### src/rtl/mdio_master.sv
`timescale 1ns/1ps
`default_nettype none
// ============================================================================
// Module   : mdio_master
// Purpose  : Clause-22 MDIO management master; turns one read/write command
//            into a serial MDC/MDIO frame and returns read data.
// Revision : 1.0 - initial release
// ============================================================================
module mdio_master #(
    parameter int CLK_DIV = 8,
    parameter bit PRE_EN  = 1'b1
) (
    input  logic        mclk,
    input  logic        reset_n,
    input  logic        cmd_req,
    input  logic        cmd_wr,
    input  logic [4:0]  cmd_phy,
    input  logic [4:0]  cmd_reg,
    input  logic [15:0] cmd_wdata,
    output logic        cmd_ack,
    output logic        busy,
    output logic [15:0] rd_data,
    output logic        rd_valid,
    output logic        rd_err,
    output logic        mdio_clk,
    output logic        mdio_out,
    output logic        mdio_out_en,
    input  logic        mdio_in
);

    typedef enum logic [2:0] {
        S_IDLE = 3'd0,
        S_PRE  = 3'd1,
        S_HDR  = 3'd2,
        S_TA   = 3'd3,
        S_DATA = 3'd4,
        S_DONE = 3'd5
    } state_t;

    localparam logic [7:0] c_div_last = 8'(CLK_DIV - 1);

    state_t      r_state;
    state_t      w_state_next;
    state_t      w_start_state;
    logic [7:0]  r_div_cnt;
    logic        r_phase;
    logic [4:0]  r_bit_cnt;
    logic        r_wr;
    logic [31:0] r_shift;
    logic [15:0] r_rx;
    logic        r_ta_smp;
    logic        w_bit_end;
    logic        w_last_bit;
    logic [4:0]  w_last_idx;
    logic [31:0] w_frame;

    // Everything after the preamble; read frames carry ones from TA onward.
    assign w_frame = {2'b01, (cmd_wr ? 2'b01 : 2'b10), cmd_phy, cmd_reg,
                      (cmd_wr ? {2'b10, cmd_wdata} : 18'h3FFFF)};
    assign w_start_state = PRE_EN ? S_PRE : S_HDR;
    assign w_bit_end     = r_phase && (r_div_cnt == c_div_last);
    assign w_last_bit    = (r_bit_cnt == w_last_idx);

    always_comb begin
        w_last_idx = 5'd0;
        case (r_state)
            S_PRE:   w_last_idx = 5'd31;
            S_HDR:   w_last_idx = 5'd13;
            S_TA:    w_last_idx = 5'd1;
            S_DATA:  w_last_idx = 5'd15;
            default: w_last_idx = 5'd0;
        endcase
    end

    always_comb begin
        w_state_next = r_state;
        case (r_state)
            S_IDLE: if (cmd_req) w_state_next = w_start_state;
            S_PRE:  if (w_bit_end && w_last_bit) w_state_next = S_HDR;
            S_HDR:  if (w_bit_end && w_last_bit) w_state_next = S_TA;
            S_TA:   if (w_bit_end && w_last_bit) w_state_next = S_DATA;
            S_DATA: if (w_bit_end && w_last_bit) w_state_next = S_DONE;
            S_DONE: w_state_next = S_IDLE;
            default: w_state_next = S_IDLE;
        endcase
    end

    always_ff @(posedge mclk or negedge reset_n) begin
        if (!reset_n) r_state <= S_IDLE;
        else          r_state <= w_state_next;
    end

    always_ff @(posedge mclk or negedge reset_n) begin
        if (!reset_n) begin
            cmd_ack     <= 1'b0;
            busy        <= 1'b0;
            rd_data     <= 16'h0000;
            rd_valid    <= 1'b0;
            rd_err      <= 1'b0;
            mdio_clk    <= 1'b0;
            mdio_out    <= 1'b1;
            mdio_out_en <= 1'b1;
            r_div_cnt   <= 8'd0;
            r_phase     <= 1'b0;
            r_bit_cnt   <= 5'd0;
            r_wr        <= 1'b0;
            r_shift     <= 32'hFFFF_FFFF;
            r_rx        <= 16'h0000;
            r_ta_smp    <= 1'b0;
        end else begin
            cmd_ack  <= 1'b0;
            rd_valid <= 1'b0;
            case (r_state)
                S_IDLE: begin
                    if (cmd_req) begin
                        cmd_ack     <= 1'b1;
                        busy        <= 1'b1;
                        r_wr        <= cmd_wr;
                        r_div_cnt   <= 8'd0;
                        r_phase     <= 1'b0;
                        r_bit_cnt   <= 5'd0;
                        mdio_out_en <= 1'b0;
                        // First bit is launched on the accept edge itself.
                        if (PRE_EN) begin
                            mdio_out <= 1'b1;
                            r_shift  <= w_frame;
                        end else begin
                            mdio_out <= w_frame[31];
                            r_shift  <= {w_frame[30:0], 1'b1};
                        end
                    end
                end
                S_PRE, S_HDR, S_TA, S_DATA: begin
                    if (r_div_cnt != c_div_last) begin
                        r_div_cnt <= r_div_cnt + 8'd1;
                    end else begin
                        r_div_cnt <= 8'd0;
                        r_phase   <= ~r_phase;
                        mdio_clk  <= ~r_phase;
                        if (!r_phase) begin
                            if (r_state == S_TA && r_bit_cnt == 5'd1) r_ta_smp <= mdio_in;
                            if (r_state == S_DATA) r_rx <= {r_rx[14:0], mdio_in};
                        end else if (w_state_next == S_DONE) begin
                            busy        <= 1'b0;
                            mdio_out    <= 1'b1;
                            mdio_out_en <= 1'b1;
                            if (!r_wr) begin
                                rd_valid <= 1'b1;
                                rd_data  <= r_rx;
                                rd_err   <= r_ta_smp;
                            end
                        end else begin
                            r_bit_cnt <= (w_state_next == r_state) ? r_bit_cnt + 5'd1 : 5'd0;
                            if (w_state_next == S_PRE) begin
                                mdio_out <= 1'b1;
                            end else begin
                                mdio_out <= r_shift[31];
                                r_shift  <= {r_shift[30:0], 1'b1};
                            end
                            mdio_out_en <= !r_wr && (w_state_next == S_TA || w_state_next == S_DATA);
                        end
                    end
                end
                default: ;
            endcase
        end
    end

endmodule
`default_nettype wire
### config.mk
export PLATFORM = sky130hd
export DESIGN_NAME = mdio_master
export DESIGN_NICKNAME = d
export VERILOG_FILES = /design/src/rtl/mdio_master.sv
export SDC_FILE = /design/constraint.sdc
export NUM_CORES = 1
export LEC_CHECK = 0
export BUFFER_PORTS_ARGS = -buffer_cell sky130_fd_sc_hd__clkbuf_2
export CORE_UTILIZATION = 40
export DETAILED_ROUTE_END_ITERATION = 10
export MAX_ROUTING_LAYER = met4
export PLACE_DENSITY = 0.56
export SYNTH_ARGS = -nofsm -noshare
export SYNTH_HDL_FRONTEND = slang
export SYNTH_SLANG_ARGS = --single-unit
export TNS_END_PERCENT = 20
### constraint.sdc
create_clock -name mclk -period 6.1 [get_ports mclk]
set_input_delay 1.22 -clock mclk [delete_from_list [all_inputs] [get_ports mclk]]
set_output_delay 1.22 -clock mclk [all_outputs]
set_load 0.01 [all_outputs]
==> reports/results.ini, run 1 <==
[outcome]
status = complete, no violations

[route]
wl_per_cell_um = 14.58
firstDrtPassIters = 4
wirelength_um = 9042
ant_nets = 0
routed-via-count = 3299
drc = 0
vias_per_cell = 5.321
drtIter0Drc = 166

[sta]
timing.setup.tns_ps = 0
period_share_pct = 55.27
finClkSkew_ps = 12.33
hold_ws_ps = 468.7
finalSetupViolations = 0
layout_min_cycle_time_ps = 3371
final-hold-violation-count = 0
clock.fmax_mhz = 296.6
worst_pin_slew_ps = 918.0
rsz0062_at_grt = no
slew_headroom_pct = 38.80
final_max_slew_viol_count = 0

[grt]
grt_max_degree = 74
grt_pass1_wl_um = 15530
grt.total_usage_pct = 17.74
antenna_found_initial = 0
overflow = 0
grt_pass1_vias = 3146

[logic_synthesis]
synth_cell_types = 56
synth-seq-cells = 90
syn_nets = 473
synthesis.yosys.warnings = 0
syn_inst = 439
syn_avg_cell_area_um2 = 10.02
synth_edf_count = 0
synth_area_leaders = dfrtp_1 32%, dfstp_2 20%, o21ai_0 8.6%
async_flop_share_pct = 100.0
synthFlopType = dfrtp_1
yosysSeqAreaShare_pct = 52.15
synth_area_leader_cell = dfrtp_1
synth_area_mm2 = 0.004400
netlist.area_leader.share_pct = 31.85

[worst_setup_path]
worstSetupEndpointType = register
cp-start-kind = register
critPathMaxFanout = 30
rr_worst_depth = 7
crit_required_ps = 6350
setup.worst_path.start = r_state[2]$_DFF_PN0_
reg2reg_slack_ps = 2730
critPathMaxStageDelay_ps = 760
path_cells = nand3b_1 -> or4b_2 -> o41ai_4 -> o211ai_4 -> mux2_4 -> or2_1 -> o21ai_0
r2r_start = r_state[2]$_DFF_PN0_
critical_path.slowest_cell = or2_1
arrival_ps = 3620
crit_type = register to register
rr_endpoint = r_shift[9]$_DFFE_PN1P_
crit_path_end = r_shift[9]$_DFFE_PN1P_

[place]
port-buffer-count = 53
gp_congestion = 0.8295
post_dp_cell_area_mm2 = 0.004721
dp_hpwl_um = 6103

[worst_hold_path]
hold_path.class = register to register

[clocking]
holdBufCountCts = 0
post-cts-setup-buffers = 0
cts_made_buffers = 9
htreeDepth = 3
clk_latency_ps = 360
cts.sinks = 90
cts_tree = built
path_clk_slew_ps = 90
cts.path.max_buffers = 2
cts_resized = 0
cts-root-buf = clkbuf_8

[power]
p_per_area_mw_per_mm2 = 372.5
peakVddDrop_mv = 0.1734
p_leak_nw = 2.229
total_power_mw = 1.829

[floorplan]
die_area_mm2 = 0.01142
initial_core_util_pct = 41.87
fp.dieH_um = 106.9
rows = 37
io_pins = 54
die_x_um = 106.9
core_area_mm2 = 0.01051

[final_layout]
diodes = 0
synthToLayoutAreaGrowth_pct = 11.60
final_cell_area_mm2 = 0.004911
drive_above_1_share_pct = 28.51
nNetsFinal = 513

[job]
cap_violations = 0

## synthesized netlist by cell type (7+ instances only)
library cell,n
or3_1,16
clkbuf_1,16
buf_2,7
nand2_1,67
a21oi_1,12
dfrtp_1,56
dfstp_2,34
nor2_1,23
o21ai_0,76
o21ai_1,10
mux2i_1,11
mux2_2,17
nand3_1,8
## layout make-up
cell class / instances / area, um^2
well taps: 136 / 170.2
flip-flops and latches: 90 / 2295
clock inverters: 3 / 20.02
clock buffers: 13 / 170.2
inverters: 5 / 18.77
repair buffers: 57 / 297.8
multi-input cells: 316 / 1939
fillers: 1027 / 5598
## how the worst min path moves through the flow
| stage | endpoint | slack, ps | cells after the start | from |
|---|---|---|---|---|
| 2_1_floorplan | rd_data[15]$_DFFE_PN0P_ | 440 | 2 | r_rx[15]$_DFFE_PN0P_ |
| 3_3_place_gp | rd_data[2]$_DFFE_PN0P_ | 450 | 2 | rd_data[2]$_DFFE_PN0P_ |
| 3_5_place_dp | rd_data[2]$_DFFE_PN0P_ | 460 | 2 | rd_data[2]$_DFFE_PN0P_ |
| 4_1_cts | rd_data[2]$_DFFE_PN0P_ | 480 | 2 | rd_data[2]$_DFFE_PN0P_ |
| 5_1_grt | rd_data[11]$_DFFE_PN0P_ | 500 | 2 | rd_data[11]$_DFFE_PN0P_ |
| 6_report | rd_data[14]$_DFFE_PN0P_ | 470 | 2 | rd_data[14]$_DFFE_PN0P_ |
## critical path, delay by kind of cell, from the launching register on
family / cells / cell delay, ps
compound gates: 3 / 490
flops: 1 / 570
mux: 1 / 420
simple gates: 3 / 1760
## cells in the final DEF (no fill, tap or decap), drive strengths merged, types with 2 or more instances in the layout
master	count
o21ai	86
nand2	67
clkbuf	65
dfrtp	56
dfstp	34
nor2	23
mux2	18
or3	17
a21oi	12
mux2i	11
nand3	8
inv	7
a22o	6
or2	6
and2	5
xor2	5
buf	5
xnor2	4
nor3	4
or3b	3
nor3b	3
ha	3
nand3b	2
or4b	2
nand2b	2
or4	2
nor2b	2
a21o	2
o32a	2
o2bb2a	2
a211oi	2
o41ai	2
o211ai	2
nor4	2
## routing by layer
layer	vias up	GRT usage, %	wire length (um)	part of all wire, %
li1	1626	-	-	-
met1	1594	24.16	4444	49
met2	67	26.50	4139	46
met3	12	2.736	332	3.7
met4	0	7.339	127	1.4
met5	-	-	0	0
## sequential cells by signal, summed over array words and instances, names as in the netlist, 3 cells and up
register   cells
r_bit_cnt      5
rd_data       16
r_rx          16
r_state        3
r_shift       32
r_div_cnt      8
## power breakdown
part | internal, mW | leakage, nW | switching, mW
clock | 0.186 | 0.0995 | 0.212
sequential | 0.796 | 1.12 | 0.109
combinational | 0.212 | 1.01 | 0.315
## cells by family after synthesis
| logic type | after synthesis | synth area share (%) |
|---|---|---|
| and+or+nand+nor | 151 | 17.17 |
| AOI/OAI and AO/OA | 124 | 17.06 |
| muxes | 29 | 7.194 |
| adders and majority gates | 3 | 0.8531 |
| xor gates and xnor gates | 9 | 1.791 |
| DFF | 90 | 52.15 |
| buffers and inverters | 33 | 3.782 |
## metrics by stage
step / setup WS [ps] / instances / util, %
global placement: 2810 / 604 / 44.92
finish: 2729 / 620 / 46.73
detailed placement: 2733 / 604 / 44.92
floorplan: 3522 / 439 / -
global route: 2474 / 620 / 46.73
CTS: 2723 / 620 / 46.73
Note: power is estimated with default switching activity, not from simulation.
==> inputs of run 2 (changes only) <==
ABC_AREA = 1   (was default)
PLACE_DENSITY = 0.58   (was 0.56)
clock period = 3.1 ns   (was 6.1 ns; I/O delays follow)
==> reports/results.ini, run 2 <==
[logic_synthesis]
synth_area_mm2 = 0.004577
synth_edf_count = 0
syn_nets = 496
yosysSeqAreaShare_pct = 50.14
yosys.area_share.simple_pct = 21.19
synth_top_family_by_area = simple AND/OR/NAND/NOR gates
synth.top_cells.by_count = 75 x nand2_1, 56 x dfrtp_1, 41 x inv_1, 34 x dfstp_2, 33 x nand2_2
syn_inst = 462
synthFlopType = dfrtp_1
synthesis.yosys.warnings = 0
synth_compound_area_share_pct = 13.34
syn_avg_cell_area_um2 = 9.907
synthAdderAreaFrac_pct = 0.8201
synth-seq-cells = 90
muxShareOfSynthArea_pct = 7.436
async_flop_share_pct = 100.0
synth_cell_types = 42
netlist.area_leader.share_pct = 30.62
synth_area_leaders = dfrtp_1 31%, dfstp_2 20%, nand2_1 6.2%
synth_area_leader_cell = dfrtp_1
synth_most_common_cell = nand2_1
synth_xor_area_share_pct = 0.3827

[route]
routed-via-count = 3261
vias_per_cell = 4.941
wirelength_um = 9051
ant_nets = 0
drc = 0
firstDrtPassIters = 4
drtIter0Drc = 151
wl_per_cell_um = 13.71

[clocking]
cts_made_buffers = 9
path_clk_slew_ps = 70
htreeDepth = 3
cts-root-buf = clkbuf_16
holdBufCountCts = 0
cts_tree = built
cts_resized = 0
cts.path.max_buffers = 2
cts.sinks = 90
post-cts-setup-buffers = 0
clk_latency_ps = 340

[final_layout]
nNetsFinal = 549
final_common_cell = nand2_1
top_register = r_shift
synthToLayoutAreaGrowth_pct = 15.66
final_cell_mix = 75 x nand2_1, 56 x dfrtp_1, 52 x clkbuf_2
drive_above_1_share_pct = 41.35
stdcell_count = 660
final_util_pct = 48.20
final_cell_area_mm2 = 0.005294
diodes = 0
largestRegisters = r_shift (32), r_rx (16), rd_data (16)
largest_reg_flops = 32

[grt]
grt_pass1_vias = 3252
grt.total_usage_pct = 17.35
overflow = 0
antenna_found_initial = 0
grt_pass1_wl_um = 15390
grt_max_degree = 52

[power]
power.share.switching_pct = 24.72
p_comb_share_pct = 8.5
p_int_mw = 2.042
seqPwrFrac_pct = 47.6
p_switching_mw = 0.6704
total_power_mw = 2.712
p_leak_nw = 2.422
p_per_area_mw_per_mm2 = 512.3
peakVddDrop_mv = 0.3247
p_clk_share_pct = 43.9

[worst_setup_path]
critical_path.slowest_cell = dfrtp_1
r2r_start = r_state[0]$_DFF_PN0_
arrival_ps = 2960
worstSetupEndpointType = register
critPathMaxStageDelay_ps = 660
rr_endpoint = r_shift[24]$_DFFE_PN1P_
setup.worst_path.start = r_state[0]$_DFF_PN0_
rr_worst_depth = 16
cp-start-kind = register
crit_type = register to register
path_delay_family = simple AND/OR/NAND/NOR gates
critPathMaxFanout = 24
path_buf_inv = 4
reg2reg_slack_ps = 410
crit_cells = 16
crit_required_ps = 3370
path_cells = inv_2 -> nand3_2 -> nand2_1 -> inv_1 -> nand2_4 -> nand2_4 -> nand2_4 -> inv_2 -> nand2_1 -> nor3_2 -> nand2_1 -> nand3b_2 -> nand3_4 -> buf_12 -> nand2_2 -> o21ai_2
crit_path_end = r_shift[24]$_DFFE_PN1P_

[sta]
timing.setup.tns_ps = 0
worst_pin_slew_ps = 542.8
final_max_slew_viol_count = 0
finClkSkew_ps = 8.740
finalSetupViolations = 0
clock.fmax_mhz = 371.3
layout_min_cycle_time_ps = 2693
period_share_pct = 86.87
rsz0062_at_grt = no
final-hold-violation-count = 0
slew_headroom_pct = 63.82

[place]
port-buffer-count = 53
dp_hpwl_um = 6255
gp_congestion = 0.9106
post_dp_cell_area_mm2 = 0.004969
dp.cells = 644

[floorplan]
io_pins = 54
die_x_um = 109.0
fp.dieH_um = 109.0
initial_core_util_pct = 41.67
core_area_mm2 = 0.01098
die_area_mm2 = 0.01187
rows = 38

[worst_hold_path]
hold_path.class = input pin to async pin

[job]
cap_violations = 0

[outcome]
status = complete, no violations

run 2: cell type report:
class / instances / area, um^2
clock buffer: 9 / 225.2
clock inverter: 7 / 100.1
fill: 1026 / 5689
inverter: 46 / 175.2
multi-input combinational: 310 / 1981
sequential: 90 / 2295
tap: 140 / 175.2
timing repair buffer: 58 / 342.8
run 2: cell families (layout without fill, tap and decap cells):
kind of cell,after synthesis,in the layout
fa+ha+maj,3,3
simple gates,188,188
compound gates,89,89
xor+xnor,2,2
buf+inv,62,120
mux,28,28
flops,90,90
run 2: metrics by stage:
step / hold slack, ps / setup WS (ps)
final: 269.0 / 407.0
after floorplan: 324.4 / 1034
after global placement: 458.8 / 417.2
after global routing: 304.2 / 148.9
after CTS: 284.3 / 380.3
after detailed placement: 455.0 / 406.2
run 2: worst min path at each step:
stage | cells after the start | start | slack, ps | endpoint
3_5_place_dp | 2 | mdio_out_en$_DFFE_PN1P_ | 450 | mdio_out_en$_DFFE_PN1P_
6_report | 1 | reset_n | 270 | r_bit_cnt[4]$_DFFE_PN0P_
4_1_cts | 1 | reset_n | 280 | r_state[2]$_DFF_PN0_
3_3_place_gp | 2 | mdio_out_en$_DFFE_PN1P_ | 460 | mdio_out_en$_DFFE_PN1P_
2_1_floorplan | 0 | reset_n | 320 | busy$_DFFE_PN0P_
5_1_grt | 1 | reset_n | 300 | r_state[2]$_DFF_PN0_
run 2: power groups by stage:
stage	Combinational (mW)	Clock [mW]	Sequential, mW
6_report	0.230	1.19	1.29
5_1_grt	0.274	1.25	1.30
4_1_cts	0.234	1.21	1.29
3_5_place_dp	0.235	0	1.31
3_3_place_gp	0.230	0	1.31
2_1_floorplan	0.149	0	1.30
run 2: layer usage:
| metal | routed length, um | track usage [%] | up-vias |
|---|---|---|---|
| li1 | - | - | 1627 |
| met1 | 4380 | 22.10 | 1553 |
| met2 | 4122 | 26.73 | 67 |
| met3 | 366 | 4.184 | 14 |
| met4 | 181 | 6.371 | 0 |
| met5 | 0 | - | - |
==> inputs of run 3 (changes only) <==
ABC_AREA = default   (was 1)
==> reports/results.ini, run 3 (synthesized netlist as in run 1, its figures left out) <==
[outcome]
status = complete, no violations

[final_layout]
largestRegisters = r_shift (32), r_rx (16), rd_data (16)
synthToLayoutAreaGrowth_pct = 14.53
largest_reg_flops = 32
top_register = r_shift
final_common_cell = o21ai_0
nNetsFinal = 525
drive_above_1_share_pct = 30.65
final_cell_mix = 76 x o21ai_0, 67 x nand2_1, 56 x dfrtp_1
diodes = 0

[sta]
finalSetupViolations = 0
timing.setup.tns_ps = 0
hold_ws_ps = 375.9
finClkSkew_ps = 8.704
clock.fmax_mhz = 351.2
slew_headroom_pct = 34.98
rsz0062_at_grt = no
period_share_pct = 91.84
worst_pin_slew_ps = 975.3
layout_min_cycle_time_ps = 2847
final_max_slew_viol_count = 0
final-hold-violation-count = 0

[route]
firstDrtPassIters = 5
drc = 0
wirelength_um = 9197
routed-via-count = 3349
ant_nets = 0
wl_per_cell_um = 14.55
vias_per_cell = 5.299
drtIter0Drc = 169

[clocking]
cts_made_buffers = 9
cts-root-buf = clkbuf_8
path_clk_slew_ps = 100
cts_resized = 0
holdBufCountCts = 0
cts_tree = built
cts.path.max_buffers = 2
clk_latency_ps = 350
htreeDepth = 3
cts.sinks = 90
post-cts-setup-buffers = 0

[power]
p_leak_nw = 2.302
peakVddDrop_mv = 0.5113
p_per_area_mw_per_mm2 = 755.1

[floorplan]
rows = 37
initial_core_util_pct = 41.87
core_area_mm2 = 0.01051
die_area_mm2 = 0.01142
fp.dieH_um = 106.9
die_x_um = 106.9
io_pins = 54

[place]
dp_hpwl_um = 6282
gp_congestion = 0.8314
port-buffer-count = 53

[worst_setup_path]
critPathMaxFanout = 18
worstSetupEndpointType = register
arrival_ps = 3120
critical_path.slowest_cell = or4b_2
reg2reg_slack_ps = 250
path_cells = nand3b_1 -> or4b_2 -> o41ai_4 -> o211ai_4 -> mux2_4 -> or2_1 -> buf_4 -> o21ai_0
critPathMaxStageDelay_ps = 710
cp-start-kind = register
crit_required_ps = 3380
crit_type = register to register

[grt]
grt.total_usage_pct = 18.04
overflow = 0
grt_max_degree = 78
grt_pass1_wl_um = 15770
antenna_found_initial = 0
grt_pass1_vias = 3177

[worst_hold_path]
hold_path.class = input pin to async pin

[job]
cap_violations = 0

## run 3: cell types whose count changed in the layout (fill, tap and decap cells not counted), sizes merged, moves of 4 or more
cell   before  now
nand3      23    8
inv        48    9
buf         6   17
o21ai      51   86
nor2       38   23
o22ai      15    1
and2        0    5
a22o        0    6
or2         2    6
xor2        1    5
or3         0   17
nand2     112   67
## run 3: through the flow
stage | power, mW | cells | util [%] | worst slack [ps] | instance area [um^2]
after global routing | 4.090 | 632 | 47.96 | 95.02 | 5040
after global placement | 2.884 | 616 | 45.78 | 339.0 | 4811
after detailed placement | 2.908 | 616 | 45.78 | 253.8 | 4811
after floorplan | 2.578 | 439 | - | 522.1 | 4400
after CTS | 3.849 | 632 | 47.96 | 240.2 | 5040
final | 3.806 | 632 | 47.96 | 253.0 | 5040
## run 3: path summary, 6_finish.rpt
kind / cells past startpoint / startpoint / end
max: 8 / r_state[1]$_DFF_PN0_ / r_shift[6]$_DFFE_PN1P_
min: 1 / reset_n / rd_data[0]$_DFFE_PN0P_
max reg2reg: 8 / r_state[1]$_DFF_PN0_ / r_shift[6]$_DFFE_PN1P_
min reg2reg: 2 / rd_data[2]$_DFFE_PN0P_ / rd_data[2]$_DFFE_PN0P_
max in group asynchronous: 2 / reset_n / r_shift[18]$_DFFE_PN1P_
min in group mclk: 2 / rd_data[2]$_DFFE_PN0P_ / rd_data[2]$_DFFE_PN0P_
## run 3: final cells by class
| cell class | instances | area (um^2) |
|---|---|---|
| repair buffers | 69 | 387.9 |
| multi-input cells | 316 | 1939 |
| clock buffers | 9 | 123.9 |
| flip-flops and latches | 90 | 2295 |
| clock inverters | 7 | 105.1 |
| inverters | 5 | 18.77 |
| fillers | 994 | 5469 |
| well taps | 136 | 170.2 |
## run 3: critical path: cells and delay by family (launching register included)
kind	cells	cell delay, ps
compound gates	3	480
flops	1	580
mux	1	370
buf+inv	1	200
simple gates	3	1140
## run 3: routing by layer
metal	wire, um	global-route usage, %	part of all wire (%)
met1	4459	24.67	48
met2	4200	27.19	46
met3	409	3.161	4.4
met4	128	6.067	1.4
met5	0	-	0
## run 3: report_power, final
| part | total, mW | internal, mW | switching (mW) |
|---|---|---|---|
| Combinational | 1.14 | 0.463 | 0.682 |
| Sequential | 1.74 | 1.57 | 0.178 |
| Clock | 0.918 | 0.469 | 0.449 |
| Total | 3.81 | 2.50 | 1.31 |
